`config.mk`:
```
export PLATFORM = sky130hd
export DESIGN_NAME = pipe_stage_reg_flat
export DESIGN_NICKNAME = d
export VERILOG_FILES = /design/src/rtl/pipe_stage_reg_if.sv /design/src/rtl/pipe_stage_reg.sv /design/src/flat_wrapper.sv
export SDC_FILE = /design/constraint.sdc
export NUM_CORES = 1
export LEC_CHECK = 0
export ABC_AREA = 0
export CELL_PAD_IN_SITES_DETAIL_PLACEMENT = 0
export CELL_PAD_IN_SITES_GLOBAL_PLACEMENT = 2
export CORE_ASPECT_RATIO = 0.6
export CORE_MARGIN = 5
export CORE_UTILIZATION = 23
export CTS_CLUSTER_DIAMETER = 40
export DETAILED_ROUTE_END_ITERATION = 7
export PLACE_DENSITY = 0.82
export SYNTH_ARGS = -nofsm -noshare
export SYNTH_HDL_FRONTEND = slang
export SYNTH_SLANG_ARGS = --single-unit
```
`constraint.sdc`:
```
create_clock -name clk -period 1.8 [get_ports clk]
set_clock_uncertainty 0.05 [all_clocks]
set_input_delay 0.54 -clock clk [delete_from_list [all_inputs] [get_ports clk]]
set_output_delay 0.54 -clock clk [all_outputs]
set_load 0.05 [all_outputs]
```
`src/rtl/pipe_stage_reg_if.sv`:
```
// Handshake bundle between a pipe_stage_reg and the stages on either side of it.
// master = the surrounding pipeline that drives the stage, slave = the stage register itself.
interface pipe_stage_reg_if #(
    parameter int DATA_W = 64,
    parameter int CNT_W  = 16
);
    logic              flush;
    logic              in_valid;
    logic              in_ready;
    logic [DATA_W-1:0] in_data;
    logic              out_valid;
    logic              out_ready;
    logic [DATA_W-1:0] out_data;
    logic [CNT_W-1:0]  stall_cnt;

    modport master (
        output flush, in_valid, in_data, out_ready,
        input  in_ready, out_valid, out_data, stall_cnt
    );

    modport slave (
        input  flush, in_valid, in_data, out_ready,
        output in_ready, out_valid, out_data, stall_cnt
    );
endinterface

```
`src/rtl/pipe_stage_reg.sv`:
```
// Pipeline stage register with valid/ready handshake, masked flush bubble and saturating stall counter.
// Define PIPE_STAGE_REG_SKID_EN for the 2-entry skid build with registered in_ready.
module pipe_stage_reg #(
    parameter int                DATA_W    = 64,
    parameter logic [DATA_W-1:0] CLR_MASK  = {DATA_W{1'b1}},
    parameter logic [DATA_W-1:0] NOP_VALUE = {DATA_W{1'b0}},
    parameter int                CNT_W     = 16
) (
    input logic             clk,
    input logic             rst,
    pipe_stage_reg_if.slave bus
);
    localparam logic [1:0]       ST_EMPTY = 2'd0;
    localparam logic [1:0]       ST_ONE   = 2'd1;
    localparam logic [1:0]       ST_FULL  = 2'd2;
    localparam logic [CNT_W-1:0] CNT_MAX  = {CNT_W{1'b1}};
    localparam logic [CNT_W-1:0] CNT_ONE  = {{(CNT_W-1){1'b0}}, 1'b1};

    // Flush replaces masked fields with the bubble pattern; unmasked fields (e.g. PC) survive.
    function automatic logic [DATA_W-1:0] f_bubble(input logic [DATA_W-1:0] data);
        f_bubble = (data & ~CLR_MASK) | (NOP_VALUE & CLR_MASK);
    endfunction

    logic [1:0]        r_state;
    logic [DATA_W-1:0] r_main;
    logic              r_out_valid;
    logic [CNT_W-1:0]  r_stall_cnt;

    logic [1:0]        w_state_nx;
    logic [DATA_W-1:0] w_main_nx;
    logic [CNT_W-1:0]  w_stall_nx;
    logic              w_in_ready;
    logic              w_in_xfer;
    logic              w_out_xfer;

`ifdef PIPE_STAGE_REG_SKID_EN
    logic [DATA_W-1:0] r_skid;
    logic              r_in_ready;
    logic [DATA_W-1:0] w_skid_nx;

    // in_ready comes from a flop so out_ready never reaches it combinationally.
    assign w_in_ready = r_in_ready;
`else
    assign w_in_ready = bus.out_ready | ~r_out_valid;
`endif

    assign w_in_xfer  = bus.in_valid & w_in_ready;
    assign w_out_xfer = r_out_valid & bus.out_ready;

    // Next-state, next-entry and stall-counter computation.
    always_comb begin
        w_state_nx = r_state;
        w_main_nx  = r_main;
`ifdef PIPE_STAGE_REG_SKID_EN
        w_skid_nx  = r_skid;
`endif
        if (bus.flush) begin
            w_state_nx = ST_EMPTY;
            w_main_nx  = f_bubble(r_main);
        end else begin
            case (r_state)
                ST_EMPTY: begin
                    if (w_in_xfer) begin
                        w_state_nx = ST_ONE;
                        w_main_nx  = bus.in_data;
                    end else begin
                        w_state_nx = ST_EMPTY;
                    end
                end
                ST_ONE: begin
`ifdef PIPE_STAGE_REG_SKID_EN
                    if (w_in_xfer && w_out_xfer) begin
                        w_main_nx = bus.in_data;
                    end else if (w_in_xfer) begin
                        w_state_nx = ST_FULL;
                        w_skid_nx  = bus.in_data;
                    end else if (w_out_xfer) begin
                        w_state_nx = ST_EMPTY;
                    end else begin
                        w_state_nx = ST_ONE;
                    end
`else
                    if (w_in_xfer) begin
                        w_main_nx = bus.in_data;
                    end else if (w_out_xfer) begin
                        w_state_nx = ST_EMPTY;
                    end else begin
                        w_state_nx = ST_ONE;
                    end
`endif
                end
`ifdef PIPE_STAGE_REG_SKID_EN
                ST_FULL: begin
                    if (w_out_xfer) begin
                        w_state_nx = ST_ONE;
                        w_main_nx  = r_skid;
                    end else begin
                        w_state_nx = ST_FULL;
                    end
                end
`endif
                default: begin
                    w_state_nx = ST_EMPTY;
                end
            endcase
        end

        if (r_out_valid && !bus.out_ready && (r_stall_cnt != CNT_MAX)) begin
            w_stall_nx = r_stall_cnt + CNT_ONE;
        end else begin
            w_stall_nx = r_stall_cnt;
        end
    end

    // State, payload and counter registers; reset clears entries without any handshake.
    always_ff @(posedge clk or negedge rst) begin
        if (!rst) begin
            r_state     <= ST_EMPTY;
            r_main      <= NOP_VALUE;
            r_out_valid <= 1'b0;
            r_stall_cnt <= {CNT_W{1'b0}};
`ifdef PIPE_STAGE_REG_SKID_EN
            r_skid      <= NOP_VALUE;
            r_in_ready  <= 1'b1;
`endif
        end else begin
            r_state     <= w_state_nx;
            r_main      <= w_main_nx;
            r_out_valid <= (w_state_nx != ST_EMPTY);
            r_stall_cnt <= w_stall_nx;
`ifdef PIPE_STAGE_REG_SKID_EN
            r_skid      <= w_skid_nx;
            r_in_ready  <= (w_state_nx != ST_FULL);
`endif
        end
    end

    assign bus.in_ready  = w_in_ready;
    assign bus.out_valid = r_out_valid;
    assign bus.out_data  = r_main;
    assign bus.stall_cnt = r_stall_cnt;
endmodule

```
`src/flat_wrapper.sv`:
```
// flat-port wrapper written by rule: the top's interface ports become plain ports
module pipe_stage_reg_flat 
#(
    parameter int                DATA_W    = 64,
    parameter logic [DATA_W-1:0] CLR_MASK  = {DATA_W{1'b1}},
    parameter logic [DATA_W-1:0] NOP_VALUE = {DATA_W{1'b0}},
    parameter int                CNT_W     = 16
)
  (clk, rst, bus_flush, bus_in_valid, bus_in_data, bus_out_ready, bus_in_ready, bus_out_valid, bus_out_data, bus_stall_cnt);
  pipe_stage_reg_if #(.DATA_W(DATA_W), .CNT_W(CNT_W)) bus_i ();
  input logic clk;
  input logic rst;
  input wire logic [$bits(bus_i.flush)-1:0] bus_flush;
  input wire logic [$bits(bus_i.in_valid)-1:0] bus_in_valid;
  input wire logic [$bits(bus_i.in_data)-1:0] bus_in_data;
  input wire logic [$bits(bus_i.out_ready)-1:0] bus_out_ready;
  output wire logic [$bits(bus_i.in_ready)-1:0] bus_in_ready;
  output wire logic [$bits(bus_i.out_valid)-1:0] bus_out_valid;
  output wire logic [$bits(bus_i.out_data)-1:0] bus_out_data;
  output wire logic [$bits(bus_i.stall_cnt)-1:0] bus_stall_cnt;
  assign bus_i.flush = bus_flush;
  assign bus_i.in_valid = bus_in_valid;
  assign bus_i.in_data = bus_in_data;
  assign bus_i.out_ready = bus_out_ready;
  assign bus_in_ready = bus_i.in_ready;
  assign bus_out_valid = bus_i.out_valid;
  assign bus_out_data = bus_i.out_data;
  assign bus_stall_cnt = bus_i.stall_cnt;
  pipe_stage_reg #(.DATA_W(DATA_W), .CLR_MASK(CLR_MASK), .NOP_VALUE(NOP_VALUE), .CNT_W(CNT_W)) u_core (.clk(clk), .rst(rst), .bus(bus_i));
endmodule
```
==> impl_results.rst, run 1 <==
.. list-table::
   :header-rows: 1

   * - Metric
     - Value
   * - Port Buf Inserts
     - 150
   * - Total clock buffers created by CTS
     - 9
   * - Final clock period utilization by the worst path
     - 0.972
   * - Cell leakage power
     - 2.78 nW
   * - Fmax
     - 572 MHz
   * - Area delta synth->final
     - 102%
   * - Minimum period implied by the final worst setup slack
     - 1.75 ns
   * - Die W
     - 161 um
   * - Number of detailed-route iterations in the first pass
     - 4
   * - Reg-to-Reg Start
     - u_core.bus.stall_cnt[1]$_DFFE_PN0P_
   * - Number of max-slew violations in the final report
     - 0
   * - Vertical die dimension
     - 101 um
   * - ANT nets after route
     - 0
   * - Grt total ovfl
     - 0
   * - Initial standard-cell utilization of the core
     - 0.233
   * - Number of nets in the finished design
     - 473
   * - Post-detailed-route via-to-cell ratio
     - 4.43
   * - Iter 0 DRT Violations
     - 50
   * - Commonest non-fill, non-tap cell in the layout
     - sky130_fd_sc_hd__buf_12
   * - Synthesized cell area
     - 3140 sq um
   * - CP max FO
     - 9
   * - Overall die area
     - 16200 sq um
   * - WL met3
     - 1040 um
   * - Post-route met1 wirelength
     - 4370 um
   * - Synth Instances
     - 222
   * - Number of clock sinks
     - 83
   * - Number of flip-flops and latches in the synthesized netlist
     - 83
   * - Number of antenna violations at the first check in global routing
     - 0
   * - Endpoint of the worst register-to-register path
     - u_core.bus.stall_cnt[1]$_DFFE_PN0P_
   * - Setup repair after global routing missed its margin
     - true
   * - Count of standard-cell rows
     - 33
   * - Worst Setup Slack post-DPL
     - -0.400 ns
   * - GPL Wtd Cong
     - 0.746
   * - First-pass GRT wire length
     - 15500 um
   * - Final setup violation count
     - 0
   * - Req. time, crit path
     - 1.96 ns
   * - Ports placed on the boundary
     - 151
   * - Clock latency on the worst-skew pair
     - 0.33 ns
   * - Hold-fix buffers, CTS
     - 0
   * - Post-route worst setup slack
     - 0.0506 ns
   * - Endpoints failing hold
     - 0
   * - CTS root buf
     - sky130_fd_sc_hd__clkbuf_16
   * - Arrival time worst endpoint
     - 1.91 ns
   * - Number of different library cells in the post-synthesis netlist
     - 29
   * - H-Tree Level Count
     - 3
   * - Highest metal used
     - met4
   * - Run status
     - complete, no violations
   * - Power Total
     - 0.00570 W
   * - Wire length per cell
     - 16.8 um
   * - Pwr/cell area
     - 900 nW/um^2
   * - Setup CP Type
     - reg2reg
   * - Reg-to-reg slack, setup
     - 0.05 ns
   * - TritonCTS clock tree
     - done
   * - Core area
     - 13500 sq um
   * - Clock Tree Buf Depth
     - 2
   * - Yosys synthesis warning count
     - 0
   * - Total via count after detailed routing
     - 2582
   * - IR drop worst, VDD
     - 0.000389 V
   * - Commonest cells after routing, fill and taps aside
     - sky130_fd_sc_hd__buf_12 (86), sky130_fd_sc_hd__dfrtp_1 (72), sky130_fd_sc_hd__clkdlybuf4s50_1 (66)
   * - Detailed Route WL
     - 9800 um
   * - Post-route DRC violation count
     - 0
   * - Vias in the first global route
     - 2827
   * - Share of post-route cells with drive strength above 1
     - 0.365
   * - Classification of the worst-slack hold path
     - in2async
   * - Count of placed standard cells including taps
     - 559
   * - Proportion of synthesized chip area in sequential cells
     - 0.661
   * - Placed wire-length estimate
     - 7100 um
   * - Crit end category
     - flip-flop
   * - Pin count of the biggest net entering global routing
     - 84
   * - Inserted Diodes
     - 0
   * - Synthesized netlist net count
     - 292
   * - Total of max-cap violations
     - 0
   * - Post-route non-filler standard cell count
     - 583
   * - Met2 WL post-DR
     - 4320 um
   * - Clock transition at the register clock pins on the worst setup and hold paths after CTS
     - 0.06 ns
   * - Post-Syn Area per Cell
     - 14.1 sq um
   * - All-Layer GR Usage
     - 0.122
   * - R2R cell count
     - 5
   * - Launching element type of the critical path
     - flip-flop
==> cell families (layout without fill, tap and decap cells) <==
logic type      Yosys count  count (layout)  synth area share
buf+inv                  15             201            0.0251
xor+xnor                 14              14            0.0390
mux                       2               2           0.00836
flops                    83              83             0.661
simple gates             38              38            0.0677
fa+ha+maj                 1               1           0.00398
compound gates           68              68             0.193
other cells               1               1           0.00119
==> state kept, by name, summed over array words and instances (netlist names) <==
register              flops
u_core.bus.stall_cnt     16
u_core.r_state            2
u_core.bus.out_data      64
u_core.bus.out_valid      1
==> worst max-delay path, stage by stage (launching register included) <==
cell	delay (ns)
sky130_fd_sc_hd__dfrtp_2	0.39
sky130_fd_sc_hd__ha_4	0.15
sky130_fd_sc_hd__nand4_1	0.14
sky130_fd_sc_hd__o41a_1	0.46
sky130_fd_sc_hd__buf_6	0.15
sky130_fd_sc_hd__mux2_4	0.29
==> per-layer routing <==
| layer | track usage | up-vias |
|---|---|---|
| li1 | - | 1205 |
| met1 | 0.157 | 1274 |
| met2 | 0.180 | 96 |
| met3 | 0.0695 | 7 |
| met4 | 0.0275 | 0 |
| met5 | 0 | - |
==> layout make-up <==
class	instances	area (sq um)
Inverter	2	12.5
Multi-Input combinational cell	124	1000
Fill cell	1189	7170
Sequential cell	83	2090
Timing Repair Buffer	183	2670
Tap cell	175	219
Clock buffer	12	246
Clock inverter	4	97.6
==> power by group <==
part	leakage, nW	total [W]	internal [W]	switching, W
Combinational	1.51	0.00148	0.000766	0.000719
Sequential	1.11	0.00210	0.00199	0.000117
Clock	0.163	0.00212	0.00140	0.000720
Total	2.78	0.00570	0.00415	0.00156
==> Yosys cell counts, drive strengths merged <==
cell type,n,area (sq um)
o41a,1,11.3
or4,1,7.51
nor3,3,26.3
ha,1,12.5
xnor2,11,96.3
nor4,3,18.8
conb,1,3.75
o2111ai,1,8.76
xor2,3,26.3
buf,13,71.3
nand3,5,25.0
and2,1,6.26
a22o,64,561
nor2b,1,6.26
mux2,2,26.3
nor2,4,15.0
a31oi,1,21.3
nand2b,1,6.26
dfrtp,83,2080
inv,2,7.50
and3,2,12.5
nand2,8,30.0
nand4,8,50.1
and4,1,8.76
a21oi,1,5.00
==> metrics by stage <==
| stage | util | TNS (ns) | hold slack (ns) | area (sq um) |
|---|---|---|---|---|
| floorplan | - | -0.109 | 0.194 | 3180 |
| global placement | 0.435 | -26.19 | 0.470 | 5880 |
| detailed placement | 0.435 | -28.10 | 0.473 | 5880 |
| CTS | 0.463 | 0 | 0.195 | 6250 |
| global route | 0.469 | -0.0190 | 0.218 | 6340 |
| finish | 0.469 | 0 | 0.181 | 6340 |
==> worst max path at each step <==
stage	start	endpoint	slack [ns]	depth (start not counted)
5_1_grt	u_core.bus.stall_cnt[0]$_DFFE_PN0P_	u_core.bus.stall_cnt[13]$_DFFE_PN0P_	-0.01	5
2_1_floorplan	u_core.bus.stall_cnt[0]$_DFFE_PN0P_	u_core.bus.stall_cnt[1]$_DFFE_PN0P_	-0.1	5
3_5_place_dp	bus_out_ready	u_core.bus.out_data[53]$_DFFE_PN0P_	-0.40	8
6_report	u_core.bus.stall_cnt[1]$_DFFE_PN0P_	u_core.bus.stall_cnt[1]$_DFFE_PN0P_	0.05	5
3_3_place_gp	bus_out_ready	u_core.bus.out_data[9]$_DFFE_PN0P_	-0.37	8
4_1_cts	u_core.bus.out_valid$_DFF_PN0_	bus_in_ready	0.004	4
==> what timing repair did <==
item | CTS | global route
gates resized for setup | 5 | 3
pin swaps | 1 | 2
buffers inserted | 3 | 4
gates cloned | 0 | 2
hold endpoints to repair | 0 | 0
setup endpoints to repair | 66 | 49
Power figures use the tool's default switching activity.
==> run 2, diff against run 1 <==
--- a/config.mk
+++ b/config.mk
@@ -12,6 +12,7 @@
 export CORE_MARGIN = 5
 export CORE_UTILIZATION = 23
 export CTS_CLUSTER_DIAMETER = 40
+export CTS_CLUSTER_SIZE = 30
 export DETAILED_ROUTE_END_ITERATION = 7
 export PLACE_DENSITY = 0.82
 export SYNTH_ARGS = -nofsm -noshare
==> results of run 2 <==
Same layout as run 1: the final DEF is identical, and so are final timing and power.
==> run 3, diff against run 2 <==
--- a/config.mk
+++ b/config.mk
@@ -6,6 +6,7 @@
 export NUM_CORES = 1
 export LEC_CHECK = 0
 export ABC_AREA = 0
+export ABC_CLOCK_PERIOD_IN_PS = 1800
 export CELL_PAD_IN_SITES_DETAIL_PLACEMENT = 0
 export CELL_PAD_IN_SITES_GLOBAL_PLACEMENT = 2
 export CORE_ASPECT_RATIO = 0.6
@@ -18,3 +19,4 @@
 export SYNTH_ARGS = -nofsm -noshare
 export SYNTH_HDL_FRONTEND = slang
 export SYNTH_SLANG_ARGS = --single-unit
+export TNS_END_PERCENT = 100
==> results of run 3 <==
Same layout as run 1: the final DEF is identical, and so are final timing and power.
